==> src/rtl/lobster_lsu.sv <==
// lobster_lsu: in-order load/store unit. Buffers executor memory requests in a small
// queue, issues them as single-beat 64-bit memory transactions and writes back loads.
module lobster_lsu #(
    parameter int ADDR_WIDTH  = 36,
    parameter int QUEUE_DEPTH = 4
) (
    input  logic                  clk,
    input  logic                  rst,
    input  logic                  req_valid,
    output logic                  req_ready,
    input  logic                  req_load,
    input  logic [1:0]            req_size,
    input  logic [ADDR_WIDTH-1:0] req_addr,
    input  logic [6:0]            req_rd,
    input  logic [127:0]          req_wdata,
    output logic                  mem_valid,
    input  logic                  mem_ready,
    output logic                  mem_we,
    output logic [ADDR_WIDTH-1:0] mem_addr,
    output logic [63:0]           mem_wdata,
    output logic [7:0]            mem_wmask,
    input  logic                  mem_rvalid,
    input  logic [63:0]           mem_rdata,
    output logic                  wb_valid,
    output logic [6:0]            wb_select,
    output logic [127:0]          wb_value,
    output logic                  err,
    output logic                  busy
);
    localparam int PTR_W = $clog2(QUEUE_DEPTH);
    localparam int CNT_W = PTR_W + 1;

    typedef enum logic [1:0] {IDLE, ISSUE, WAIT_R} state_t;

    // Byte-enable pattern of an access of the given size, positioned at lane 0.
    function automatic logic [7:0] size_bytes(input logic [1:0] size);
        case (size)
            2'd0:    return 8'h01;
            2'd1:    return 8'h03;
            2'd2:    return 8'h0F;
            default: return 8'hFF;
        endcase
    endfunction

    function automatic logic [2:0] align_mask(input logic [1:0] size);
        case (size)
            2'd0:    return 3'b000;
            2'd1:    return 3'b001;
            2'd2:    return 3'b011;
            default: return 3'b111;
        endcase
    endfunction

    function automatic logic [63:0] extract_load(input logic [63:0] rdata,
                                                 input logic [2:0]  lane,
                                                 input logic [1:0]  size);
        logic [63:0] shifted;
        logic [7:0]  be;
        shifted = rdata >> {lane, 3'b000};
        be      = size_bytes(size);
        for (int i = 0; i < 8; i++) begin
            if (!be[i]) shifted[8*i +: 8] = 8'h00;
        end
        return shifted;
    endfunction

    logic                  q_load  [QUEUE_DEPTH];
    logic [1:0]            q_size  [QUEUE_DEPTH];
    logic [ADDR_WIDTH-1:0] q_addr  [QUEUE_DEPTH];
    logic [6:0]            q_rd    [QUEUE_DEPTH];
    logic [63:0]           q_wdata [QUEUE_DEPTH];

    logic [PTR_W-1:0] wr_ptr, rd_ptr;
    logic [CNT_W-1:0] count;
    state_t           state;

    logic [2:0] cur_lane;
    logic [1:0] cur_size;
    logic [6:0] cur_rd;
    logic       cur_load;

    logic                  accept, misaligned, push, pop;
    logic                  head_load;
    logic [1:0]            head_size;
    logic [ADDR_WIDTH-1:0] head_addr;
    logic [6:0]            head_rd;
    logic [63:0]           head_wdata;
    logic                  unused_wdata_hi;

    assign req_ready  = (count != CNT_W'(QUEUE_DEPTH));
    assign accept     = req_valid && req_ready;
    assign misaligned = (req_addr[2:0] & align_mask(req_size)) != 3'b000;
    assign push       = accept && !misaligned;
    assign pop        = (state == IDLE) && (count != '0);
    assign busy       = (count != '0) || (state != IDLE);

    assign head_load  = q_load[rd_ptr];
    assign head_size  = q_size[rd_ptr];
    assign head_addr  = q_addr[rd_ptr];
    assign head_rd    = q_rd[rd_ptr];
    assign head_wdata = q_wdata[rd_ptr];

    // The memory port is only 64 bits wide; upper store data is never used.
    assign unused_wdata_hi = ^req_wdata[127:64];

    always_ff @(posedge clk) begin
        if (push) begin
            q_load[wr_ptr]  <= req_load;
            q_size[wr_ptr]  <= req_size;
            q_addr[wr_ptr]  <= req_addr;
            q_rd[wr_ptr]    <= req_rd;
            q_wdata[wr_ptr] <= req_wdata[63:0];
        end
    end

    always_ff @(posedge clk or negedge rst) begin
        if (!rst) begin
            wr_ptr <= '0;
            rd_ptr <= '0;
            count  <= '0;
            err    <= 1'b0;
        end else begin
            err <= accept && misaligned;
            if (push) wr_ptr <= wr_ptr + 1'b1;
            if (pop)  rd_ptr <= rd_ptr + 1'b1;
            case ({push, pop})
                2'b10:   count <= count + 1'b1;
                2'b01:   count <= count - 1'b1;
                default: ;
            endcase
        end
    end

    // Command and writeback outputs are registered straight out of the FSM.
    always_ff @(posedge clk or negedge rst) begin
        if (!rst) begin
            state     <= IDLE;
            mem_valid <= 1'b0;
            mem_we    <= 1'b0;
            mem_addr  <= '0;
            mem_wdata <= '0;
            mem_wmask <= '0;
            wb_valid  <= 1'b0;
            wb_select <= '0;
            wb_value  <= '0;
            cur_lane  <= '0;
            cur_size  <= '0;
            cur_rd    <= '0;
            cur_load  <= 1'b0;
        end else begin
            wb_valid <= 1'b0;
            case (state)
                IDLE: begin
                    if (pop) begin
                        cur_lane  <= head_addr[2:0];
                        cur_size  <= head_size;
                        cur_rd    <= head_rd;
                        cur_load  <= head_load;
                        mem_valid <= 1'b1;
                        mem_we    <= !head_load;
                        mem_addr  <= {head_addr[ADDR_WIDTH-1:3], 3'b000};
                        mem_wmask <= head_load ? 8'h00 : size_bytes(head_size) << head_addr[2:0];
                        mem_wdata <= head_load ? 64'd0 : head_wdata << {head_addr[2:0], 3'b000};
                        state     <= ISSUE;
                    end
                end
                ISSUE: begin
                    if (mem_ready) begin
                        mem_valid <= 1'b0;
                        state     <= cur_load ? WAIT_R : IDLE;
                    end
                end
                WAIT_R: begin
                    if (mem_rvalid) begin
                        wb_valid  <= (cur_rd != 7'd0);
                        wb_select <= cur_rd;
                        wb_value  <= {64'd0, extract_load(mem_rdata, cur_lane, cur_size)};
                        state     <= IDLE;
                    end
                end
                default: state <= IDLE;
            endcase
        end
    end

endmodule

==> config.mk <==
export PLATFORM = sky130hd
export DESIGN_NAME = lobster_lsu
export DESIGN_NICKNAME = d
export VERILOG_FILES = /design/src/rtl/lobster_lsu.sv
export SDC_FILE = /design/constraint.sdc
export NUM_CORES = 1
export LEC_CHECK = 0
export ABC_AREA = 1
export CORE_MARGIN = 3
export CORE_UTILIZATION = 46
export CTS_CLUSTER_DIAMETER = 200
export DETAILED_ROUTE_END_ITERATION = 16
export PLACE_DENSITY = 0.77
export SKIP_LAST_GASP = 1
export SYNTH_ARGS = -nofsm -noshare
export SYNTH_HDL_FRONTEND = slang
export SYNTH_SLANG_ARGS = --single-unit
==> constraint.sdc <==
create_clock -name clk -period 16.81 [get_ports clk]
set_input_delay 1.681 -clock clk [delete_from_list [all_inputs] [get_ports clk]]
set_output_delay 1.681 -clock clk [all_outputs]
set_load 0.02 [all_outputs]
==> results of run 1 <==
==> placed cells by master, fill, tap and decap left out, types with 4 or more instances in the layout <==
cell             count
o31ai_1              7
conb_1              67
o22ai_1              7
clkinv_16            4
or2_2               20
a21oi_1             32
diode_2              6
ha_1                 5
a22oi_1              7
o21ai_0            197
clkbuf_16           68
buf_4               31
bufinv_16           10
nand2_2              5
o21a_1               8
nand2_1           1003
clkbuf_1            11
edfxtp_1           440
inv_1               92
nor2_4               6
clkinv_1            11
clkinv_2             7
dfrtp_1            199
a22o_1              11
clkdlybuf4s50_1    359
a31oi_1             33
nand3_1            310
inv_2                5
clkbuf_8             5
o21ai_1             11
nor2_1             212
==> power by group through the flow <==
stage	Sequential, W	Combinational, W	Clock, W
after floorplan	0.00234	0.00167	0
after global placement	0.00219	0.00271	0
after CTS	0.00217	0.00278	0.00160
after detailed placement	0.00220	0.00276	0
after global routing	0.00220	0.00307	0.00166
final	0.00217	0.00279	0.00158
==> metal layers <==
metal	vias to the layer above	wire, um	GRT usage [%]
li1	10000	-	-
met1	10100	30000	30.4
met2	1044	39400	41.2
met3	143	8900	7.15
met4	14	2670	9.58
met5	-	94	0
==> metrics by stage <==
stage	instance area [um2]	power [W]
final	34400	0.00655
after floorplan	28500	0.00401
after CTS	34400	0.00655
after detailed placement	32000	0.00496
after global placement	32000	0.00490
after global routing	34400	0.00693
==> final cells by class <==
type                       count  area (um2)
fill                        4939       26200
clock inverter                41         596
tap                          782         978
timing repair buffer         391        3840
inverter                     100         383
sequential                   642       18300
multi-input combinational   1956        8510
antenna                        6        15.0
clock buffer                  84        1810
==> sequential cells by signal (all words and copies together), names as in the netlist, 8 cells and up <==
name and cells:
q_wdata 256, q_rd 28, mem_addr 33, wb_value 64
q_addr 144, q_size 8, mem_wmask 8, mem_wdata 64
==> logic make-up after synthesis <==
logic type | Yosys count
adder cells (fa/ha/maj) | 6
flip-flops | 642
buffers and inverters | 338
XOR/XNOR | 4
AND/OR/NAND/NOR | 1559
AO/OA/AOI/OAI | 319
other | 1
multiplexers | 1
==> final timing paths <==
| check | to | slack (ns) | cells after the start |
|---|---|---|---|
| max | q_wdata[2][29]$_DFFE_PP_ | 11.73 | 10 |
| min | mem_wdata[17]$_DFFE_PN0P_ | 0.48 | 2 |
| max reg2reg | mem_wdata[46]$_DFFE_PN0P_ | 12.76 | 11 |
| min reg2reg | mem_wdata[17]$_DFFE_PN0P_ | 0.48 | 2 |
| max in group asynchronous | mem_wdata[44]$_DFFE_PN0P_ | 13.55 | 3 |
| min in group asynchronous | wb_value[55]$_DFFE_PN0P_ | 1.05 | 1 |
==> worst max-delay path: cells and delay by family <==
family / cells / cell delay, ns
AO/OA/AOI/OAI: 1 / 0.26
buffers and inverters: 5 / 2.23
AND/OR/NAND/NOR: 4 / 1.07
==> impl_metrics.xml, run 1 <==
<?xml version="1.0" encoding="UTF-8"?>
<metrics>
  <group name="clocking">
    <metric name="clock_path_buffers" unit="">3</metric>
    <metric name="cts_tree" unit="">yes</metric>
    <metric name="clock_tree.htree_level_count" unit="">3</metric>
    <metric name="worst_skew_pair.late_latency" unit="ns">0.62</metric>
    <metric name="cts.repair_timing.setup_buffer_count" unit="">0</metric>
    <metric name="worst_setup_hold_path_clk_slew" unit="ns">0.06</metric>
    <metric name="ctsHoldBuffers" unit="">0</metric>
    <metric name="clk_root_buffer_cell" unit="">clkbuf_16</metric>
    <metric name="numCtsBuffers" unit="">68</metric>
    <metric name="cts.repair.resized" unit="">0</metric>
    <metric name="clock_sink_count" unit="">642</metric>
  </group>
  <group name="placed_design">
    <metric name="gp_congestion" unit="">0.919</metric>
    <metric name="place_inst" unit="">3871</metric>
    <metric name="post-place-ws" unit="ns">11.09</metric>
    <metric name="portBuffers" unit="">360</metric>
    <metric name="detailed_place_hpwl" unit="mm">51.0</metric>
  </group>
  <group name="drt">
    <metric name="wirelength" unit="mm">81.1</metric>
    <metric name="drc" unit="">0</metric>
    <metric name="vias_per_cell" unit="">5.34</metric>
    <metric name="vias" unit="">21400</metric>
    <metric name="drtAntennaViolNets" unit="">0</metric>
    <metric name="number_of_iterations_in_the_first_detailed_routing_pass" unit="">6</metric>
    <metric name="detailedRoute.firstIterationViolations" unit="">2369</metric>
    <metric name="detail_route.wl_per_cell" unit="um">20.3</metric>
  </group>
  <group name="timing">
    <metric name="worst_slack" unit="ns">11.73</metric>
    <metric name="timing.slew.headroom" unit="%">18.2</metric>
    <metric name="final_period_minus_worst_setup_slack" unit="ns">5.08</metric>
    <metric name="fin_worst_hold_slack" unit="ns">0.477</metric>
    <metric name="finClkSkew" unit="ns">0.0296</metric>
    <metric name="period_share" unit="%">30.2</metric>
    <metric name="maxSlewViolCount" unit="">0</metric>
    <metric name="rsz0062_at_grt" unit="">no</metric>
    <metric name="finalSetupViolCount" unit="">0</metric>
    <metric name="worst_slew_pin_slew" unit="ns">1.22</metric>
    <metric name="maxClockFrequency" unit="MHz">197</metric>
    <metric name="finalHoldViolCount" unit="">0</metric>
    <metric name="setup_total_negative_slack" unit="ns">0</metric>
  </group>
  <group name="layout">
    <metric name="final_layout_size_suffix_gt1_share" unit="%">5.57</metric>
    <metric name="flow.area_growth_from_synthesis" unit="%">21.7</metric>
    <metric name="final_core_util" unit="%">56.8</metric>
    <metric name="final_cells" unit="">4002</metric>
    <metric name="nNetsFinal" unit="">3408</metric>
  </group>
  <group name="floorplan">
    <metric name="rows" unit="">90</metric>
    <metric name="die_height" unit="um">254</metric>
    <metric name="core-area" unit="um2">60600</metric>
    <metric name="die_w" unit="um">254</metric>
    <metric name="floorplan.die_area" unit="um2">64500</metric>
    <metric name="initial_utilization" unit="%">46.7</metric>
    <metric name="num_io_pins" unit="">492</metric>
  </group>
  <group name="worst_setup_path">
    <metric name="cp.required" unit="ns">17.04</metric>
    <metric name="cp_slowest_stage_delay" unit="ns">0.77</metric>
    <metric name="critical_path_class" unit="">in2reg</metric>
    <metric name="start_kind" unit="">primary input</metric>
    <metric name="worst_path_max_delay_cell" unit="">buf_4</metric>
    <metric name="crit_path_cell_trace" unit="">clkdlybuf4s50_1 -&gt; nand2_1 -&gt; inv_1 -&gt; o21ai_0 -&gt; nand2_1 -&gt; nor2_1 -&gt; inv_1 -&gt; nor2_4 -&gt; buf_4 -&gt; buf_4</metric>
    <metric name="worst_ep_arrival_time" unit="ns">5.31</metric>
    <metric name="timing.critical_path.from" unit="">req_size[1]</metric>
    <metric name="worst-path-max-fanout" unit="">51</metric>
    <metric name="crit_path_end_kind" unit="">flop</metric>
    <metric name="reg2reg_from" unit="">rd_ptr[0]$_DFFE_PN0P_</metric>
  </group>
  <group name="synthesis">
    <metric name="synthesis.instances" unit="">2870</metric>
    <metric name="synthesis.area" unit="um2">28300</metric>
    <metric name="ys_flop_type" unit="">edfxtp_1</metric>
    <metric name="synth_fa_ha_area_share" unit="%">0.292</metric>
    <metric name="yosysMostFrequentCell" unit="">nand2_1</metric>
    <metric name="synth_compound_area_share" unit="%">6.23</metric>
    <metric name="synth-async-reset-ratio" unit="%">31.5</metric>
    <metric name="synth_common_cells" unit="">nand2_1 (1005), edfxtp_1 (440), nand3_1 (311)</metric>
    <metric name="synth_area_per_cell" unit="um2">9.85</metric>
    <metric name="yosysTopAreaCellShare" unit="%">46.7</metric>
    <metric name="synthDominantAreaCellType" unit="">edfxtp_1</metric>
    <metric name="synth_seq_cells" unit="">642</metric>
    <metric name="netlist_top_cells_area" unit="">edfxtp_1 (47%), dfrtp_1 (18%), nand2_1 (13%), nand3_1 (5.5%), o21ai_0 (3.5%)</metric>
    <metric name="yosys_warnings" unit="">0</metric>
    <metric name="synth_simple_gate_area_share" unit="%">22.4</metric>
    <metric name="yosysSeqAreaShare" unit="%">64.6</metric>
    <metric name="synth_xor_area_share" unit="%">0.124</metric>
    <metric name="synth_top_family_by_area" unit="">simple AND/OR/NAND/NOR gates</metric>
    <metric name="number_of_synthesized_flops_with_an_enable_pin" unit="">440</metric>
    <metric name="multiplexer_share_of_the_synthesized_area" unit="%">0.0354</metric>
    <metric name="synth_cell_type_count" unit="">38</metric>
  </group>
  <group name="power_and_ir_drop">
    <metric name="pwr_density_cell" unit="nW/um2">190</metric>
    <metric name="internal-power" unit="W">0.00381</metric>
    <metric name="switching_component_of_the_power" unit="W">0.00273</metric>
    <metric name="largest_voltage_drop_on_the_vdd_net" unit="uV">119</metric>
    <metric name="seqPwrFrac" unit="%">33.1</metric>
    <metric name="comb_power_share" unit="%">42.6</metric>
    <metric name="power_leakage" unit="nW">14.1</metric>
    <metric name="power.switching_fraction" unit="%">41.7</metric>
    <metric name="p_clk_share" unit="%">24.2</metric>
  </group>
  <group name="hold_path">
    <metric name="min-delay-start" unit="">mem_wdata[17]$_DFFE_PN0P_</metric>
    <metric name="type_of_the_tightest_min_delay_check" unit="">reg2reg</metric>
  </group>
  <group name="job">
    <metric name="maxCapViolCount" unit="">0</metric>
  </group>
  <group name="grt">
    <metric name="maximum_number_of_pins_on_one_net_before_global_route_repair" unit="">95</metric>
    <metric name="antenna_violations_before_repair" unit="">12</metric>
    <metric name="grt_resource_usage_total" unit="%">24.7</metric>
    <metric name="grt_pass1_wl" unit="mm">120</metric>
    <metric name="grt_pass1_vias" unit="">19900</metric>
    <metric name="grt-ovfl-total" unit="">0</metric>
  </group>
  <group name="run_status">
    <metric name="run_status" unit="">finished, final reports clean</metric>
  </group>
</metrics>
Note: power is estimated with default switching activity, not from simulation.
==> inputs of run 2 (changes only) <==
Settings changed: PLACE_DENSITY 0.77 to 0.8.
Clock period 16.81 ns to 4.24 ns, I/O delays scaled along.
==> impl_metrics.xml, run 2 (synthesis gave the netlist of run 1 again) <==
<?xml version="1.0" encoding="UTF-8"?>
<metrics>
  <group name="run_status">
    <metric name="run_status" unit="">finished, final reports clean</metric>
  </group>
  <group name="power_and_ir_drop">
    <metric name="power_leakage" unit="nW">14.1</metric>
    <metric name="pwr_density_cell" unit="nW/um2">742</metric>
    <metric name="finalPower" unit="W">0.0255</metric>
    <metric name="largest_voltage_drop_on_the_vdd_net" unit="uV">469</metric>
  </group>
  <group name="placed_design">
    <metric name="dpl_cell_area" unit="um2">32200</metric>
    <metric name="detailed_place_hpwl" unit="mm">53.9</metric>
    <metric name="place_inst" unit="">3885</metric>
    <metric name="gp_congestion" unit="">1.02</metric>
    <metric name="portBuffers" unit="">360</metric>
  </group>
  <group name="worst_setup_path">
    <metric name="cp_slowest_stage_delay" unit="ns">0.90</metric>
    <metric name="crit_path_end_kind" unit="">flop</metric>
    <metric name="reg2reg_from" unit="">rd_ptr[0]$_DFFE_PN0P_</metric>
    <metric name="worst-path-max-fanout" unit="">61</metric>
    <metric name="reg2reg_to" unit="">mem_wdata[19]$_DFFE_PN0P_</metric>
    <metric name="worstPathBufferInverterCount" unit="">3</metric>
    <metric name="worst-path-stages" unit="">9</metric>
    <metric name="timing.critical_path.from" unit="">rd_ptr[0]$_DFFE_PN0P_</metric>
    <metric name="worst_ep_arrival_time" unit="ns">3.50</metric>
    <metric name="crit_path_cell_trace" unit="">inv_6 -&gt; nand2_1 -&gt; nand3_1 -&gt; nand2_2 -&gt; inv_2 -&gt; nor2_4 -&gt; buf_12 -&gt; nand3_1 -&gt; nand2_1</metric>
    <metric name="reg2reg_depth" unit="">9</metric>
    <metric name="slack_of_the_worst_reg_to_reg_path" unit="ns">1.25</metric>
    <metric name="crit_path_end" unit="">mem_wdata[19]$_DFFE_PN0P_</metric>
    <metric name="timing.critical_path.max_delay_family" unit="">simple AND/OR/NAND/NOR gates</metric>
    <metric name="worst_path_max_delay_cell" unit="">dfrtp_4</metric>
    <metric name="cp.required" unit="ns">4.75</metric>
    <metric name="critical_path_class" unit="">reg2reg</metric>
    <metric name="start_kind" unit="">flop</metric>
  </group>
  <group name="clocking">
    <metric name="worst_skew_pair.late_latency" unit="ns">0.60</metric>
    <metric name="clk_root_buffer_cell" unit="">clkbuf_16</metric>
    <metric name="clock_sink_count" unit="">642</metric>
    <metric name="clock_path_buffers" unit="">3</metric>
    <metric name="cts.repair_timing.setup_buffer_count" unit="">0</metric>
    <metric name="numCtsBuffers" unit="">67</metric>
    <metric name="clock_tree.htree_level_count" unit="">3</metric>
    <metric name="ctsHoldBuffers" unit="">1</metric>
    <metric name="cts_tree" unit="">yes</metric>
    <metric name="worst_setup_hold_path_clk_slew" unit="ns">0.06</metric>
    <metric name="cts.repair.resized" unit="">0</metric>
  </group>
  <group name="floorplan">
    <metric name="initial_utilization" unit="%">46.7</metric>
    <metric name="core-area" unit="um2">60600</metric>
    <metric name="die_w" unit="um">254</metric>
    <metric name="num_io_pins" unit="">492</metric>
    <metric name="die_height" unit="um">254</metric>
    <metric name="floorplan.die_area" unit="um2">64500</metric>
    <metric name="rows" unit="">90</metric>
  </group>
  <group name="drt">
    <metric name="drtAntennaViolNets" unit="">0</metric>
    <metric name="wirelength" unit="mm">81.1</metric>
    <metric name="top_signal_layer_used" unit="">met5</metric>
    <metric name="vias" unit="">21600</metric>
    <metric name="met3RoutedLength" unit="mm">8.37</metric>
    <metric name="amount_of_wire_on_met2_after_detailed_routing" unit="mm">38.8</metric>
    <metric name="detail_route.wl_per_cell" unit="um">20.2</metric>
    <metric name="drc" unit="">0</metric>
    <metric name="m1WireLength" unit="mm">30.0</metric>
    <metric name="number_of_iterations_in_the_first_detailed_routing_pass" unit="">6</metric>
    <metric name="detailedRoute.firstIterationViolations" unit="">2385</metric>
    <metric name="vias_per_cell" unit="">5.37</metric>
  </group>
  <group name="grt">
    <metric name="grt-ovfl-total" unit="">0</metric>
    <metric name="maximum_number_of_pins_on_one_net_before_global_route_repair" unit="">95</metric>
    <metric name="grt_pass1_wl" unit="mm">120</metric>
    <metric name="antenna_violations_before_repair" unit="">15</metric>
    <metric name="grt_resource_usage_total" unit="%">24.6</metric>
    <metric name="grt_pass1_vias" unit="">20000</metric>
  </group>
  <group name="timing">
    <metric name="worst_slew_pin_slew" unit="ns">0.923</metric>
    <metric name="finalHoldViolCount" unit="">0</metric>
    <metric name="final_period_minus_worst_setup_slack" unit="ns">2.99</metric>
    <metric name="finClkSkew" unit="ns">0.0228</metric>
    <metric name="finalSetupViolCount" unit="">0</metric>
    <metric name="setup_total_negative_slack" unit="ns">0</metric>
    <metric name="maxClockFrequency" unit="MHz">334</metric>
    <metric name="maxSlewViolCount" unit="">0</metric>
    <metric name="rsz0062_at_grt" unit="">no</metric>
    <metric name="period_share" unit="%">70.6</metric>
    <metric name="timing.slew.headroom" unit="%">38.5</metric>
  </group>
  <group name="layout">
    <metric name="nNetsFinal" unit="">3422</metric>
    <metric name="final_core_util" unit="%">56.8</metric>
    <metric name="final_layout_size_suffix_gt1_share" unit="%">5.79</metric>
    <metric name="largest_register" unit="">q_wdata</metric>
    <metric name="layout_commonest_cell" unit="">nand2_1</metric>
    <metric name="final_cells" unit="">4020</metric>
    <metric name="largest_register_ffs" unit="">256</metric>
    <metric name="final_cell_mix" unit="">nand2_1 (1003), edfxtp_1 (440), clkdlybuf4s50_1 (359)</metric>
    <metric name="fill_cells" unit="">4944</metric>
    <metric name="reg_top3" unit="">q_wdata: 256 flops, q_addr: 144 flops</metric>
    <metric name="design_area" unit="um2">34400</metric>
    <metric name="flow.area_growth_from_synthesis" unit="%">21.6</metric>
  </group>
  <group name="hold_path">
    <metric name="type_of_the_tightest_min_delay_check" unit="">in2reg</metric>
    <metric name="min_delay_path_depth" unit="">3</metric>
  </group>
  <group name="job">
    <metric name="maxCapViolCount" unit="">0</metric>
  </group>
</metrics>
[run 2: where the power goes]
part,internal [W],switching [W]
Clock,0.00333,0.00238
Sequential,0.00791,0.000783
Combinational,0.00359,0.00752
[run 2: per-layer routing]
metal,global-route usage (%),up-vias
met2,40.6,1082
met4,12.0,12
li1,-,10100
met3,7.03,213
met1,29.8,10200
met5,0,-
[run 2: stage by stage]
| step | hold WS [ns] | worst slack (ns) |
|---|---|---|
| 2_1_floorplan | 0.128 | -0.165 |
| 3_3_place_gp | 0.462 | 1.10 |
| 3_5_place_dp | 0.464 | 1.07 |
| 4_1_cts | 0.402 | 1.27 |
| 5_1_grt | 0.432 | 1.03 |
| 6_report | 0.425 | 1.25 |
[run 2: worst min-delay path by stage]
stage                         startpoint                   endpoint  slack [ns]
2_1_floorplan                        rst       count[0]$_DFFE_PN0P_        0.13
3_3_place_gp   mem_wdata[14]$_DFFE_PN0P_  mem_wdata[14]$_DFFE_PN0P_        0.46
5_1_grt                        req_valid              err$_DFF_PN0_        0.43
3_5_place_dp    wb_value[12]$_DFFE_PN0P_   wb_value[12]$_DFFE_PN0P_        0.46
6_report                       req_valid              err$_DFF_PN0_        0.42
4_1_cts                        req_valid              err$_DFF_PN0_        0.40
[run 2: final cells by class]
class	instances	area, um2	area share (%)
diodes	10	25.0	0.0728
flip-flops and latches	642	18300	53.2
clock inverters	35	312	0.906
well taps	782	978	2.85
clock buffers	89	1840	5.36
repair buffers	406	4060	11.8
multi-input cells	1956	8510	24.7
inverters	100	383	1.11
[run 2: worst min-delay path: stages]
cell             delay [ns]
clkdlybuf4s50_1        0.40
nand2_1                0.10
a21oi_1                0.05
